[src/rtl/pc_halt_detector.sv]
// Detects the CPU parking on its terminal self-loop; optional watchdog counter
// enabled by FIB_RESULT_CHECKER_TIMEOUT_EN.
module pc_halt_detector #(
  parameter int          PC_W           = 32,
  parameter int unsigned HALT_PC        = 104,
  parameter int          STABLE_CYCLES  = 10,
  parameter int          TIMEOUT_CYCLES = 1000
) (
  input  logic            clk,
  input  logic            rst,
  input  logic            active,
  input  logic [PC_W-1:0] pc_i,
  output logic            halt_pulse,
  output logic            timeout_pulse
);

  localparam int SC_W = $clog2(STABLE_CYCLES + 1);
  localparam logic [SC_W-1:0] SC_MAX = SC_W'(STABLE_CYCLES);
  localparam logic [SC_W-1:0] SC_PRE = SC_W'(STABLE_CYCLES - 1);
  localparam logic [PC_W-1:0] HALT_PC_V = PC_W'(HALT_PC);

  logic [PC_W-1:0] prev_pc_reg;
  logic [SC_W-1:0] stable_cnt_reg, stable_cnt_next;
  logic            at_halt;

  // The first cycle at HALT_PC never counts: prev_pc still holds the old PC.
  assign at_halt = (pc_i == HALT_PC_V) && (pc_i == prev_pc_reg);

  always_comb begin
    stable_cnt_next = '0;
    if (at_halt) begin
      stable_cnt_next = (stable_cnt_reg == SC_MAX) ? stable_cnt_reg : stable_cnt_reg + 1'b1;
    end
  end

  always_ff @(posedge clk) begin
    if (rst) begin
      prev_pc_reg    <= '1;
      stable_cnt_reg <= '0;
    end else begin
      prev_pc_reg    <= pc_i;
      stable_cnt_reg <= stable_cnt_next;
    end
  end

  // Fires in the cycle whose edge brings stable_cnt to STABLE_CYCLES.
  assign halt_pulse = active && at_halt && (stable_cnt_reg == SC_PRE);

`ifdef FIB_RESULT_CHECKER_TIMEOUT_EN
  localparam int TO_W = $clog2(TIMEOUT_CYCLES + 1);
  localparam logic [TO_W-1:0] TO_MAX = TO_W'(TIMEOUT_CYCLES);
  localparam logic [TO_W-1:0] TO_PRE = TO_W'(TIMEOUT_CYCLES - 1);

  logic [TO_W-1:0] to_cnt_reg;

  always_ff @(posedge clk) begin
    if (rst) begin
      to_cnt_reg <= '0;
    end else if (to_cnt_reg != TO_MAX) begin
      to_cnt_reg <= to_cnt_reg + 1'b1;
    end
  end

  assign timeout_pulse = active && (to_cnt_reg == TO_PRE);
`else
  // No watchdog in this build; TIMEOUT_CYCLES has no effect.
  assign timeout_pulse = 1'b0 && (TIMEOUT_CYCLES > 0);
`endif

endmodule

[config.mk]
export PLATFORM = sky130hd
export DESIGN_NAME = pc_halt_detector
export DESIGN_NICKNAME = d
export VERILOG_FILES = /design/src/rtl/pc_halt_detector.sv
export SDC_FILE = /design/constraint.sdc
export NUM_CORES = 1
export LEC_CHECK = 0
export CORE_UTILIZATION = 25
export DETAILED_ROUTE_END_ITERATION = 10
export GPL_ROUTABILITY_DRIVEN = 0
export HOLD_SLACK_MARGIN = 0.1
export SYNTH_ARGS = -nofsm -noshare
export SYNTH_HDL_FRONTEND = slang
export SYNTH_SLANG_ARGS = --single-unit
export TNS_END_PERCENT = 100
[constraint.sdc]
create_clock -name clk -period 4.6 [get_ports clk]
set_input_delay 1.38 -clock clk [delete_from_list [all_inputs] [get_ports clk]]
set_output_delay 1.38 -clock clk [all_outputs]
set_load 0.01 [all_outputs]
======== Yosys cells after proc, flatten, opt, wreduce, memory -nomap -nowiden ========
Cells that the tools add are included.
operators by class
  add/subtract/negate cells ............... 1
  eq/ne operators ......................... 4
  bitwise logic cells ..................... 1
  reduce and logical (&&, ||, !) cells .... 4
operators by type and width
  cell                 count
  $eq 32x32->1         1
  $eq 32x7->1 const B  1
  $eq 4x4->1 const B   2
  $add 4x1->4 const B  1
  $logic_and 1x1->1    3
  $reduce_or 2->1      1
  $not 1->1            1
word-level totals
  register bits after elaboration ......... 36
  input port bits ......................... 35
  output and inout bits ................... 2
  logic and storage cells ................. 12

======== Depth between registers and ports, before layout ========
  word-level depth ........................ 4
  depth in mapped cells ................... 6
  mapped depth without buffers ............ 6

======== Worst setup path before layout ========
Ideal clock, no wire load.
  path type ............................... input to output
  start ................................... input port pc_i[9]
  end ..................................... output port halt_pulse
  arrival time ............................ 2.741 ns
  required time ........................... 3.220 ns
  setup slack ............................. 0.479 ns
  stages .................................. 4
  path buffers ............................ 0
  path through ............................ or4_4 > nor4_2 > nand4_1 > nor4_1
on the way
  word-level cells in the longest chain between the ends .. 4
  elaborated cells on any way between the ends .. 5
  those cells by class .................... 2 x eq/ne; 3 x reduce/logical
RTL lines
  item                                                line  RTL
  start, declared                                     12    input logic [PC_W-1:0] pc_i,
  $eq 32x7->1 / $eq 32x32->1 (equally long branches)  27    assign at_halt = (pc_i == HALT_PC_V) && (pc_i == prev_pc_reg);
  $logic_and 1x1->1 *                                 27
  $logic_and 1x1->1 * (2 in a row)                    47    assign halt_pulse = active && at_halt && (stable_cnt_reg == SC_PRE);
  end, declared                                       13    output logic halt_pulse,
Mark *: on every way between the ends. The rest lies on a longest branch, timed or not.

======== Final worst setup path ========
  start ................................... input port pc_i[23]
  end ..................................... output port halt_pulse
The elaborated chain is that of the path after synthesis.

==> flow_metrics.env <==
export IMPL_grt_overflow=0
export IMPL_fillers=565
export IMPL_drtIter0Drc=26
export IMPL_clock_skew_ps=2.55
export IMPL_seq_area_um2=721
export IMPL_synthCells=145
export IMPL_via_count=1160
export IMPL_ctsHoldBuffers=0
export IMPL_finalSetupViolCount=0
export IMPL_drv_slew=0
export IMPL_dp_slack_ps=-444
export IMPL_grt_start_max_net_pins=34
export IMPL_power_mw=0.654
export IMPL_power_density_mw_per_mm2=301
export IMPL_worstMarginPinSlew_ps=894
export IMPL_clock_fmax_ghz=0.220
export IMPL_drive_above_1_share_pct=26.5
export IMPL_cts_root_buffer="clkbuf_8"
export IMPL_yosysUniqueCellTypes=26
export IMPL_ant_nets=0
export IMPL_outcome="completed"
export IMPL_first_global_vias=1096
export IMPL_fin_cells=276
export IMPL_fp_dieH_um=79.4
export IMPL_min_period_ps=4550
export IMPL_async_flop_share_pct=0
export IMPL_crit_slowest_cell="clkdlybuf4s50_1"
export IMPL_multiInputGateArea_um2=751
export IMPL_netlist_top_cells_area="dfxtp_1 48%, xor2_1 14%, or2_2 9.2%, nor4_1 6.7%, or2_1 4.2%"
export IMPL_numPortBuffers=35
export IMPL_layout_common_cells="36 x dfxtp_1, 34 x clkdlybuf4s50_1, 24 x xor2_1"
export IMPL_ios=37
export IMPL_synth_edf_count=0
export IMPL_p_sw_mw=0.140
export IMPL_swShare_pct=21.3
export IMPL_ys_warnings_count=0
export IMPL_min_path_type="reg2reg"
export IMPL_finalHoldViolations=0
export IMPL_clk_pin_slew_ps=70
export IMPL_rsz0062_at_grt="false"
export IMPL_worst_slack_ps=50.5
export IMPL_ctsResizeCount=5
export IMPL_drcViolationCount=0
export IMPL_fin_tns_setup_ps=0
export IMPL_syn_to_final_growth_pct=45.2
export IMPL_synth_area_per_cell_um2=10.3
export IMPL_dp_cells=269
export IMPL_synth_top_family_by_area="simple AND/OR/NAND/NOR gates"
export IMPL_largest_reg_flops=32
export IMPL_grt_usage_pct=10.9
export IMPL_htreeDepth=2
export IMPL_ys_flop_type="dfxtp_1"
export IMPL_drtPass1Iterations=4
export IMPL_fp_row_count=27
export IMPL_synth_compound_area_share_pct=1.09
export IMPL_criticalPathCategory="in2out"
export IMPL_drt_wl_total_mm=3.22
export IMPL_layout_cells_most_common="dfxtp_1"
export IMPL_synth_nets=183
export IMPL_finalNetCount=242
export IMPL_clkLatencyLatePin_ps=280
export IMPL_max_slew_margin_pct=40.2
export IMPL_via_per_inst=4.20
export IMPL_clock_sinks=36
export IMPL_leakage_nw=0.836
export IMPL_critPathLaunchType="primary input"
export IMPL_clock_power_share_pct=36.0
export IMPL_grt_pass1_wl_mm=5.06
export IMPL_tritoncts="done"
export IMPL_numCtsBuffers=5
export IMPL_cts_buffer_depth=2
export IMPL_p_comb_share_pct=13.2
export IMPL_core_mm2=0.00564
export IMPL_ys_ff_latch=36
export IMPL_critPathMaxStageDelay_ps=460
export IMPL_antenna_found_initial=0
export IMPL_yosysSeqAreaShare_pct=48.1
export IMPL_power_frac_seq_pct=50.8
export IMPL_dp_hpwl_mm=2.55
export IMPL_wl_per_cell_um=11.7
export IMPL_maxCapViolCount=0
export IMPL_path_cells="clkdlybuf4s50_1 > xor2_1 > nor4_1 > nand3_1 > nor4_2 > buf_2"
export IMPL_synthSimpleGateAreaFrac_pct=28.8
export IMPL_worstPathArrival_ps=3170
export IMPL_antenna_cells_inserted=0
export IMPL_synth_xor_area_share_pct=16.4
export IMPL_cp_num_buf_inv=2
export IMPL_die_w_um=79.4
export IMPL_fin_crit_sh_pct=98.9
export IMPL_endpoint_kind="output pin"
export IMPL_post_cts_buffers=0
export IMPL_intPower_mw=0.515
export IMPL_peakVddDrop_mv=0.152
export IMPL_yosys_area_top_type="dfxtp_1"
export IMPL_synth_fa_ha_area_share_pct=2.50
export IMPL_path_delay_family="simple AND/OR/NAND/NOR gates"
export IMPL_netlist_area_leader_share_pct=48.1
export IMPL_synthMuxAreaShare_pct=0.668
export IMPL_cp_max_fo=3
export IMPL_required_ps=3220
export IMPL_start_util_pct=26.6
export IMPL_die_area_mm2=0.00631
export IMPL_syn_area_mm2=0.00150
-- routing by layer --
layer	vias up	GRT usage, %	wire (µm)
met5	-	0	0
met4	0	3.27	12
met3	2	3.66	134
met2	21	17.8	1540
met1	528	13.3	1530
li1	609	-	-
-- cell usage after synthesis, types with 3 or more instances --
cell type and count:
or2_2 22, dfxtp_1 36, ha_1 3, xor2_1 24, clkbuf_1 3, nand4_1 5
xnor2_1 4, or2_1 10, nor4_1 16, nand3_1 3, inv_1 4
-- logic make-up (layout without fill, tap and decap cells) --
| group | count (synthesis) | count (layout) |
|---|---|---|
| and+or+nand+nor | 66 | 66 |
| DFF | 36 | 36 |
| xor gates and xnor gates | 28 | 28 |
| buffers and inverters | 8 | 67 |
| adders and majority gates | 3 | 3 |
| AOI/OAI and AO/OA | 2 | 2 |
| other | 1 | 1 |
| muxes | 1 | 1 |
-- worst min-delay path: stages, from the launching register on --
cell and delay (ps):
dfxtp_1 380, xnor2_1 100, nand4_1 80, nor4_1 40
-- path summary, 6_finish.rpt --
kind	endpoint	depth (start not counted)	slack, ps	startpoint
worst max-delay path	halt_pulse	6	50	pc_i[23]
worst min-delay path	stable_cnt_reg[3]	3	650	stable_cnt_reg[3]
worst max register to register	stable_cnt_reg[2]	5	2960	prev_pc_reg[23]
worst min register to register	stable_cnt_reg[3]	3	650	stable_cnt_reg[3]
-- per-stage QoR --
step	cell area, µm²	hold slack (ps)	util [%]
2_1_floorplan	1500	564	-
3_3_place_gp	2080	639	36.8
3_5_place_dp	2080	631	36.8
4_1_cts	2180	648	38.6
5_1_grt	2180	691	38.6
6_report	2180	648	38.6
-- cell type report --
cell class                 instances  share of cell area (%)
multi-input combinational        101                    34.5
sequential                        36                    33.1
timing repair buffer              56                    23.1
clock buffer                       7                    4.43
tap                               72                    4.14
inverter                           4                   0.690
-- power groups by stage --
stage	registers, mW	clock network [mW]	logic (mW)
final	0.332	0.236	0.0863
after global routing	0.333	0.259	0.0948
after CTS	0.332	0.243	0.0874
after detailed placement	0.339	0	0.0869
after global placement	0.339	0	0.0869
after floorplan	0.338	0	0.0326
Note: power is estimated with default switching activity, not from simulation.
